$ cat src/rtl/uart_pkg.sv
// Definitions shared by the UART receiver and transmitter: default line timing,
// counter width and the receiver state encoding.
package uart_pkg;

  localparam int DEF_CLK_FREQ = 100_000_000;
  localparam int DEF_BAUD     = 9600;
  localparam int CNT_W        = 14;

  typedef enum logic [2:0] {
    IDLE      = 3'd0,
    START     = 3'd1,
    DATA      = 3'd2,
    PARITY    = 3'd3,
    STOP      = 3'd4,
    WAIT_HIGH = 3'd5
  } rx_state_t;

  // Both link ends derive clocks-per-bit from here so their bit periods agree.
  function automatic int clks_per_bit(input int clk_freq, input int baud);
    return clk_freq / baud;
  endfunction

endpackage

$ cat src/rtl/sync_2ff.sv
// Generic two-flop synchroniser for asynchronous inputs; resets to all ones
// so an idle-high line does not present a spurious falling edge after reset.
module sync_2ff #(
  parameter int WIDTH = 1
) (
  input  logic             clk,
  input  logic             rst,
  input  logic [WIDTH-1:0] d,
  output logic [WIDTH-1:0] q
);

  logic [WIDTH-1:0] meta_reg;

  always_ff @(posedge clk or posedge rst) begin
    if (rst) begin
      meta_reg <= '1;
      q        <= '1;
    end else begin
      meta_reg <= d;
      q        <= meta_reg;
    end
  end

endmodule

$ cat src/rtl/uart_rx.sv
// 8-N-1 UART receiver: start-bit validation at mid-bit, centre sampling of data
// and stop bits. Define UART_RX_PARITY_EN for an even-parity bit before the stop bit.
module uart_rx
  import uart_pkg::*;
#(
  parameter int CLK_FREQ = DEF_CLK_FREQ,
  parameter int BAUD     = DEF_BAUD
) (
  input  logic       CLOCK,
  input  logic       RESET,
  input  logic       rx,
  output logic [7:0] rx_data,
  output logic       rx_valid,
  output logic       frame_err,
  output logic       parity_err,
  output logic       rx_busy
);

  localparam int BIT_CNT  = clks_per_bit(CLK_FREQ, BAUD);
  localparam int HALF_CNT = BIT_CNT / 2;
  localparam logic [CNT_W-1:0] BIT_LAST  = CNT_W'(BIT_CNT - 1);
  localparam logic [CNT_W-1:0] HALF_LAST = CNT_W'(HALF_CNT - 1);
  localparam logic [CNT_W-1:0] CNT_ONE   = CNT_W'(1);

  logic             rx_s;
  logic             rx_s_d;
  logic             start_edge;
  rx_state_t        state_reg;
  logic [CNT_W-1:0] cnt_reg;
  logic [2:0]       idx_reg;
  logic [7:0]       shift_reg;
`ifdef UART_RX_PARITY_EN
  logic             par_bad_reg;
`endif

  sync_2ff #(.WIDTH(1)) u_sync (
    .clk (CLOCK),
    .rst (RESET),
    .d   (rx),
    .q   (rx_s)
  );

  assign start_edge = rx_s_d & ~rx_s;
  assign rx_busy    = (state_reg != IDLE);

  always_ff @(posedge CLOCK or posedge RESET) begin
    if (RESET) begin
      rx_s_d      <= 1'b1;
      state_reg   <= IDLE;
      cnt_reg     <= '0;
      idx_reg     <= '0;
      shift_reg   <= '0;
      rx_data     <= 8'h00;
      rx_valid    <= 1'b0;
      frame_err   <= 1'b0;
`ifdef UART_RX_PARITY_EN
      parity_err  <= 1'b0;
      par_bad_reg <= 1'b0;
`endif
    end else begin
      rx_s_d    <= rx_s;
      rx_valid  <= 1'b0;
      frame_err <= 1'b0;
`ifdef UART_RX_PARITY_EN
      parity_err <= 1'b0;
`endif
      case (state_reg)
        IDLE: begin
          cnt_reg <= '0;
          if (start_edge) state_reg <= START;
        end
        START: begin
          if (cnt_reg == HALF_LAST) begin
            cnt_reg   <= '0;
            idx_reg   <= '0;
            // A line already high again at mid-start is a glitch, not a frame.
            state_reg <= rx_s ? IDLE : DATA;
          end else begin
            cnt_reg <= cnt_reg + CNT_ONE;
          end
        end
        DATA: begin
          if (cnt_reg == BIT_LAST) begin
            cnt_reg            <= '0;
            shift_reg[idx_reg] <= rx_s;
            idx_reg            <= idx_reg + 3'd1;
            if (idx_reg == 3'd7) begin
`ifdef UART_RX_PARITY_EN
              state_reg <= PARITY;
`else
              state_reg <= STOP;
`endif
            end
          end else begin
            cnt_reg <= cnt_reg + CNT_ONE;
          end
        end
`ifdef UART_RX_PARITY_EN
        PARITY: begin
          if (cnt_reg == BIT_LAST) begin
            cnt_reg     <= '0;
            par_bad_reg <= rx_s ^ (^shift_reg);
            state_reg   <= STOP;
          end else begin
            cnt_reg <= cnt_reg + CNT_ONE;
          end
        end
`endif
        STOP: begin
          if (cnt_reg == BIT_LAST) begin
            cnt_reg <= '0;
            if (!rx_s) begin
              // Framing error outranks parity; wait out a break before rearming.
              frame_err <= 1'b1;
              state_reg <= WAIT_HIGH;
            end else begin
              state_reg <= IDLE;
`ifdef UART_RX_PARITY_EN
              if (par_bad_reg) begin
                parity_err <= 1'b1;
              end else begin
                rx_data  <= shift_reg;
                rx_valid <= 1'b1;
              end
`else
              rx_data  <= shift_reg;
              rx_valid <= 1'b1;
`endif
            end
          end else begin
            cnt_reg <= cnt_reg + CNT_ONE;
          end
        end
        WAIT_HIGH: begin
          cnt_reg <= '0;
          if (rx_s) state_reg <= IDLE;
        end
        default: begin
          cnt_reg   <= '0;
          state_reg <= IDLE;
        end
      endcase
    end
  end

`ifndef UART_RX_PARITY_EN
  assign parity_err = 1'b0;
`endif

endmodule

$ cat config.mk
export PLATFORM = sky130hd
export DESIGN_NAME = uart_rx
export DESIGN_NICKNAME = d
export VERILOG_FILES = /design/src/rtl/uart_pkg.sv /design/src/rtl/sync_2ff.sv /design/src/rtl/uart_rx.sv
export SDC_FILE = /design/constraint.sdc
export NUM_CORES = 1
export LEC_CHECK = 0
export CAP_MARGIN = 20
export CORE_MARGIN = 10
export CORE_UTILIZATION = 30
export CTS_CLUSTER_SIZE = 28
export DETAILED_ROUTE_END_ITERATION = 10
export GPL_TIMING_DRIVEN = 0
export PLACE_DENSITY = 0.59
export SYNTH_ARGS = -nofsm -noshare
export SYNTH_HDL_FRONTEND = slang
export SYNTH_SLANG_ARGS = --single-unit
$ cat constraint.sdc
create_clock -name CLOCK -period 3.8 [get_ports CLOCK]
set_input_delay 0.38 -clock CLOCK [delete_from_list [all_inputs] [get_ports CLOCK]]
set_output_delay 0.38 -clock CLOCK [all_outputs]
set_load 0.05 [all_outputs]
# After elaboration in Yosys (flattened, before gate mapping)
# Index checks and enable logic that the tools add are counted.
[word_totals]
regBits = 41
input_bits = 3
[op_classes]
n_addsub = 2
n_lt_le_gt_ge = 2
eq_ne = 13
n_mux = 24
bitwise_logic = 2
reduce_logical = 9
[op_table]
columns = ["op", "count"]
rows = [
  ["$mux 14", 2],
  ["$pmux 14 s2", 1],
  ["$mux 3", 9],
  ["$pmux 3 s5", 1],
  ["$add 14x1->14 const B", 1],
  ["$eq 14x13->1 const B", 1],
  ["$eq 14x14->1 const B", 1],
  ["$ne 2x2->1 const B", 5],
  ["$eq 3x3->1 const B", 3],
  ["$bwmux 8", 1],
  ["$mux 1", 7],
  ["$pmux 3 s2", 1],
  ["$reduce_and 3->1", 2],
  ["$reduce_and 6->1", 1],
  ["$lt 3x4->1 const B", 1],
  ["$add 3x1->3 const B", 1],
  ["$demux 1 s3", 1],
  ["$eq 3x1->1 const B", 1],
  ["$eq 3x2->1 const B", 1],
  ["$ge 3x1->1 const B", 1],
  ["$logic_not 3->1", 1],
  ["$reduce_bool 3->1", 1],
  ["$mux 2", 1],
  ["$ne 2x1->1 const B", 1],
  ["other kinds (6)", 6],
]

# Logic depth before layout (Yosys ltp)
# Gate-level depths: netlist of run 1.
[logic_depth]
word_depth = 5
ltp_mapped = 7

# By module
# Synthesis of run 1 repeated with hierarchy kept, for this count alone.
[hier_totals]
hier_cells = 179
area_unflattened_um2 = 2006.9
[modules_own_cells]
columns = ["mod", "instances", "cells_per_inst", "area_each_um2"]
rows = [
  ["uart_rx", 1, 176, 1950.6],
  ["sync_2ff", 1, 3, 56.3],
]

# Worst setup path after synthesis of run 1
# Ideal clock, no wire load.
[synth_path]
path_kind = "register -> register"
startpoint = "reg cnt_reg[6]"
endpoint = "reg shift_reg[4]"
setup_ns = 0.128
arrival_time_ns = 2.074
t_required_ns = 3.672
path_slack_ns = 1.599
stages_incl_launch_ff = 6
period_less_slack_ns = 2.201
cell_sequence = "dfrtp_1 > or4_4 > nor4_4 > nand3_4 > nor4b_2 > mux2_1"
[synth_via]
elab_chain_cells = 2
[synth_lines]
columns = ["element", "line_no", "source"]
rows = [
  ["start: declaration", "uart_rx.sv:29", "logic [CNT_W-1:0] cnt_reg;"],
  ["start signal: assignment", "uart_rx.sv:79", "cnt_reg <= cnt_reg + CNT_ONE;"],
  ["start signal: assignment", "uart_rx.sv:95", "cnt_reg <= cnt_reg + CNT_ONE;"],
  ["start signal: assignment", "uart_rx.sv:131", "cnt_reg <= cnt_reg + CNT_ONE;"],
  ["$eq 14x14->1", "uart_rx.sv:83", "if (cnt_reg == BIT_LAST) begin"],
  ["$reduce_and 2->1 (no source line)", "n/a", ""],
  ["end signal: indexed assignment", "uart_rx.sv:85", "shift_reg[idx_reg] <= rx_s;"],
  ["end: declaration", "uart_rx.sv:31", "logic [7:0] shift_reg;"],
]
# Every way passes these cells.
# A chain may end at the register's enable or synchronous reset.

# Worst setup path in the final report of run 1
[layout_path]
startpoint = "reg cnt_reg[6]"
endpoint = "reg cnt_reg[7]"
[layout_via]
elab_chain_cells = 3
[layout_lines]
columns = ["element", "line_no", "source"]
rows = [
  ["$add 14x1->14, or another cell as far along", "uart_rx.sv:79, uart_rx.sv:95, uart_rx.sv:131", ""],
  ["$mux 14, on equally long branches", "uart_rx.sv:83, uart_rx.sv:110, uart_rx.sv:73", ""],
  ["$pmux 14 s2 *", "uart_rx.sv:67", "case (state_reg)"],
]
# Every way passes the cells marked *; elsewhere a longest branch is shown, timed or not.

==> run_results.csv, run 1 <==
group,metric,value,unit
outcome,outcome,"finished, final reports clean",
place,dp_worst_setup_slack,1.39,ns
yosys,synthCells,170,
clock_tree,clk_pin_slew,0.08,ns
global_route,antenna_found_initial,0,
yosys,synth_area_leaders,"dfrtp_1 (50%), mux2_2 (7.6%), nor2_1 (4.9%)",
global_route,grt_pass1_wl,6.03,mm
drt,ant_nets,0,
drt,post_drt_wl_per_cell,12.2,um
yosys,synth_edf_count,0,
clock_tree,cts_root_buffer,"clkbuf_8",
global_route,grt_max_degree,42,
yosys,synth_cell_types,40,
place,port_buffers,13,
finish,diodes,0,
timing,fin_skew,0.00591,ns
clock_tree,numCtsBuffers,5,
floorplan,ios,15,
yosys,synth_nets,176,
timing,setup_viol_count_final,0,
flow_run,cap_violations,0,
power_and_ir_drop,ir_worst_vdd,0.244,mV
finish,largest_register_ffs,14,
drt,first_pass_iters,4,
floorplan,core,6280,um^2
global_route,grt_overflow,0,
timing,maxSlewViolCount,0,
floorplan,floorplan.initialDensity,30.6,%
finish,utilization,36.4,%
timing,period_needed,2.40,ns
floorplan,dieWidth,100,um
clock_tree,htree_levels,2,
floorplan,num_rows,29,
place,dp.cells,260,
timing,min_period_over_period,63.2,%
timing,max_slew.worst_pin.slew,0.828,ns
critical_path,worstSetupPathType,"reg2reg",
timing,tns,0,ns
clock_tree,cts.sinks,41,
timing,clock.fmax,0.416,GHz
finish,drive_above_1_share,18.3,%
finish,area_delta_synth_final,19.0,%
yosys,synth_area_per_cell,11.3,um^2
drt,drcViolationCount,0,
place,gp_congestion,0.731,
yosys,synth_seq_area_share,53.6,%
critical_path,cp-end-kind,"flop",
drt,vias_per_cell,4.66,
drt,via_count,1249,
critical_path,path_max_fanout,10,
yosys,netlist.area_leader.share,49.5,%
global_route,grt_use_total,7.32,%
power_and_ir_drop,power_leakage,1.00,nW
yosys,ys_warn_count,0,
yosys,synth_most_common_cell,"dfrtp_1",
clock_tree,cts_resized,0,
yosys,synth-async-reset-ratio,100,%
timing,hold_viol,0,
timing,relSlewSlack,44.7,%
floorplan,fp.dieH,100,um
yosys,synth_seq_cells,41,
clock_tree,cts_tree,"yes",
global_route,grt_pass1_vias,1311,
critical_path,cp.required,3.98,ns
clock_tree,hold_buffers,0,
critical_path,worstPathArrival,2.58,ns
finish,nets,196,
drt,wirelength,3.28,mm
clock_tree,post_cts_buffers,0,
floorplan,die_area,10000,um^2
min_path,hold_class,"reg2reg",
timing,rsz0062_at_grt,"no",
yosys,synth_commonest_cells,"dfrtp_1 (38), nor2_1 (25), mux2_2 (13)",
yosys,synth_ff_type,"dfrtp_1",
clock_tree,cts_max_path_buffers,2,
power_and_ir_drop,power.density,487,nW/um^2
yosys,yosys.area.top_type,"dfrtp_1",
clock_tree,clk_latency,0.29,ns
critical_path,crit_path_start_kind,"flop",
place,hpwlAfterDp,2.25,mm
yosys,syn_area,1920,um^2
timing,fin_ws,1.40,ns
finish,final_cells,268,
drt,drt_iter0_markers,60,
-- placed cells by master (no fill, tap or decap), types with 2 or more instances in the layout --
cell type / n
nand4_1: 3
inv_1: 2
nor2b_1: 4
mux2_2: 13
nor4b_2: 2
dfrtp_1: 38
o21ai_0: 4
and3_1: 4
nor2_1: 25
nand2_1: 12
mux2_1: 3
buf_1: 2
nand3_1: 8
nand2b_1: 2
clkbuf_8: 5
dfstp_2: 3
ha_1: 3
xnor2_1: 7
nor4bb_1: 2
nand4b_1: 2
buf_4: 2
bufinv_16: 2
a211oi_1: 2
xor2_1: 5
nor3_1: 3
buf_2: 2
clkdlybuf4s50_1: 13
-- per-stage QoR --
step,hold slack (ns),total power [mW],instance area [um^2]
3_5_place_dp,0.348,0.701,2150
5_1_grt,0.366,1.18,2280
3_3_place_gp,0.347,0.699,2150
6_report,0.358,1.11,2280
2_1_floorplan,0.345,0.649,1920
4_1_cts,0.359,1.13,2280
-- kinds of logic (layout without fill, tap and decap cells) --
kind of cell,Yosys count,count (layout),share of synthesized area [%]
compound gates,10,10,3.45
xor+xnor,12,12,5.47
fa+ha+maj,3,3,1.95
buf+inv,10,31,2.48
flops,41,41,53.6
mux,16,16,9.38
other cells,1,1,0.195
simple gates,77,77,23.5
-- metal layers --
| metal | share of wire (%) | vias to the layer above | GRT usage (%) |
|---|---|---|---|
| li1 | - | 627 | - |
| met1 | 48 | 597 | 8.94 |
| met2 | 47 | 21 | 11.3 |
| met3 | 4.4 | 4 | 2.40 |
| met4 | 1.1 | 0 | 3.59 |
| met5 | 0 | - | 0 |
-- path summary, 6_finish.rpt --
| path | from | endpoint | slack (ns) | depth (start not counted) |
|---|---|---|---|---|
| max | cnt_reg[6] | cnt_reg[7] | 1.40 | 6 |
| min | u_sync.meta_reg | u_sync.q | 0.36 | 0 |
| max reg2reg | cnt_reg[6] | cnt_reg[7] | 1.40 | 6 |
| min reg2reg | u_sync.meta_reg | u_sync.q | 0.36 | 0 |
| max in group asynchronous | RESET | state_reg[0] | 2.71 | 2 |
| min in group asynchronous | RESET | shift_reg[2] | 0.57 | 2 |
-- cell type report --
class / count / area [um^2]
repair buffers: 13 / 130
flip-flops and latches: 41 / 1030
inverters: 3 / 11.3
clock inverters: 3 / 68.8
multi-input cells: 119 / 843
fillers: 619 / 3990
clock buffers: 5 / 68.8
plain buffers: 7 / 36.3
well taps: 77 / 96.3
-- critical path, cell delays in order (launching register included) --
cell      delay, ns
dfrtp_1        0.45
or4_4          0.57
nor4_4         0.44
a211oi_1       0.16
nor2_1         0.31
buf_2          0.29
nor2_1         0.08
-- where the power goes --
part / leakage (nW) / total [mW] / switching, mW / internal [mW]
Sequential: 0.556 / 0.494 / 0.0318 / 0.462
Combinational: 0.376 / 0.196 / 0.121 / 0.0755
Clock: 0.0687 / 0.423 / 0.158 / 0.264
Total: 1.00 / 1.11 / 0.310 / 0.802
No activity file was read; power rests on OpenSTA's default activity.
==> run 2: changes to the inputs <==
clock period = 2.35 ns   (was 3.8 ns; I/O delays follow)
==> run 2 against run 1 <==
Utilization grew 0.54 points. Final cell count grew 1.1%. Die area is the same. Critical path depth stayed put. First-iteration DRC count down 35%. Non-clock buffer count increased by 3. Largest cell class unchanged. Worst hold slack got worse by 0.011 ns. Cell area is 1.5% higher. Routed wire length grew 2.1%. Register-to-register slack worse by 1.3 ns.
==> run_results.csv, run 2 (synthesized netlist as in run 1, its figures left out) <==
group,metric,value,unit
finish,largest_register_ffs,14,
clock_tree,cts_max_path_buffers,2,
floorplan,ios,15,
clock_tree,clk_latency,0.30,ns
drt,drt_iter0_markers,39,
critical_path,rrSetupSlack,0.10,ns
critical_path,cp_cell_sequence,"or4bb_1, nor4_4, buf_4, nand3_4, nor4b_2, mux2_2",
drt,wirelength,3.35,mm
power_and_ir_drop,power.density,779,nW/um^2
floorplan,fp.dieH,100,um
critical_path,cp.required,2.54,ns
timing,min_period_over_period,95.6,%
critical_path,r2r-start,"cnt_reg[12]",
critical_path,cpPeakStageDelay,0.55,ns
drt,drcViolationCount,0,
global_route,grt_use_total,7.39,%
timing,rsz0062_at_grt,"no",
floorplan,floorplan.initialDensity,30.6,%
power_and_ir_drop,report.power.total,1.81,mW
global_route,grt_pass1_vias,1322,
min_path,worst_hold_path.num_cells,1,
clock_tree,htree_levels,2,
timing,max_slew.worst_pin.slew,0.829,ns
min_path,min_from,"rx",
drt,first_pass_iters,4,
power_and_ir_drop,ir_worst_vdd,0.394,mV
timing,maxSlewViolCount,0,
floorplan,dieWidth,100,um
drt,post_drt_wl_per_cell,12.3,um
critical_path,crit_path_start_kind,"flop",
timing,hold_ws,0.347,ns
timing,clock.fmax,0.445,GHz
finish,mostFrequentLayoutCell,"dfrtp_1",
global_route,grt_overflow,0,
timing,fin_skew,0.00686,ns
critical_path,path_buf_inv,1,
timing,relSlewSlack,44.7,%
critical_path,cp-end-kind,"flop",
timing,fin_ws,0.103,ns
flow_run,cap_violations,0,
critical_path,worstPathArrival,2.44,ns
floorplan,num_rows,29,
place,dp_worst_setup_slack,-0.0562,ns
timing,period_needed,2.25,ns
finish,area_delta_synth_final,20.7,%
drt,ant_nets,0,
timing,hold_viol,0,
place,hpwlAfterDp,2.25,mm
finish,drive_above_1_share,20.1,%
critical_path,r2r_end,"shift_reg[2]",
finish,nets,199,
clock_tree,hold_buffers,0,
place,port_buffers,13,
global_route,grt_max_degree,42,
place,gp_congestion,0.731,
timing,setup_viol_count_final,0,
clock_tree,cts_root_buffer,"clkbuf_8",
finish,diodes,0,
global_route,antenna_found_initial,0,
min_path,hold_end,"u_sync.meta_reg",
drt,vias_per_cell,4.64,
critical_path,cpLargestDelayFamily,"simple AND/OR/NAND/NOR gates",
power_and_ir_drop,power_leakage,1.02,nW
drt,via_count,1258,
floorplan,die_area,10000,um^2
place,post_dp_cell_area,2150,um^2
critical_path,r2r_cells,6,
clock_tree,numCtsBuffers,5,
global_route,grt_pass1_wl,6.10,mm
finish,final_cell_mix,"dfrtp_1 (38), nor2_1 (24), mux2_2 (13), clkdlybuf4s50_1 (13), nand2_1 (12)",
critical_path,slowest_stage,"or4bb_1",
clock_tree,cts.sinks,41,
critical_path,path_max_fanout,8,
finish,fin_area,2320,um^2
min_path,hold_class,"in2reg",
clock_tree,cts_tree,"yes",
critical_path,worstSetupPathType,"reg2reg",
clock_tree,clk_pin_slew,0.08,ns
outcome,outcome,"finished, final reports clean",
floorplan,core,6280,um^2
[run 2: through the flow]
step                      TNS (ns)  util (%)  std cells
after detailed placement    -0.547      34.2        260
after floorplan                  0         -        170
after global placement      -0.509      34.2        260
after global routing             0      36.9        271
final                            0      36.9        271
after CTS                        0      36.6        269
[run 2: worst max path at each step]
| stage | start | end | slack [ns] | cells past startpoint |
|---|---|---|---|---|
| global route | cnt_reg[12] | shift_reg[2] | 0.001 | 6 |
| floorplan | cnt_reg[6] | shift_reg[4] | 0.15 | 5 |
| CTS | cnt_reg[4] | shift_reg[4] | 0.03 | 6 |
| detailed placement | cnt_reg[6] | cnt_reg[9] | -0.06 | 6 |
| global placement | cnt_reg[6] | cnt_reg[6] | -0.05 | 6 |
| finish | cnt_reg[12] | shift_reg[2] | 0.10 | 6 |
[run 2: per-layer routing]
| metal | share of wire (%) | global-route usage (%) | up-vias |
|---|---|---|---|
| met5 | 0 | 0 | - |
| met1 | 48 | 9.06 | 604 |
| li1 | - | - | 631 |
| met2 | 47 | 11.4 | 19 |
| met3 | 4.2 | 2.40 | 4 |
| met4 | 1.1 | 3.59 | 0 |
[run 2: cell type report]
type / count / area [um^2]
fill: 621 / 3960
clock inverter: 3 / 68.8
multi-input combinational: 119 / 855
sequential: 41 / 1030
timing repair buffer: 16 / 153
clock buffer: 5 / 68.8
inverter: 3 / 11.3
tap: 77 / 96.3
buffer: 7 / 36.3
[run 2: timing repair]
item	in CTS	in global routing
setup endpoints to repair	12	9
buffers inserted	1	2
resized for setup	1	1
hold endpoints to repair	0	0
pin swaps	1	2
[run 2: power by group]
part | switching (mW) | leakage, nW | internal (mW)
Sequential | 0.0537 | 0.556 | 0.747
Clock | 0.256 | 0.0687 | 0.428
Combinational | 0.198 | 0.393 | 0.124
Total | 0.508 | 1.02 | 1.30
[run 2: worst register-to-register path, cell delays in order (launching register included)]
cell and delay [ns]:
dfrtp_1 0.40, or4bb_1 0.55, nor4_4 0.26, buf_4 0.18, nand3_4 0.14, nor4b_2 0.26
mux2_2 0.36
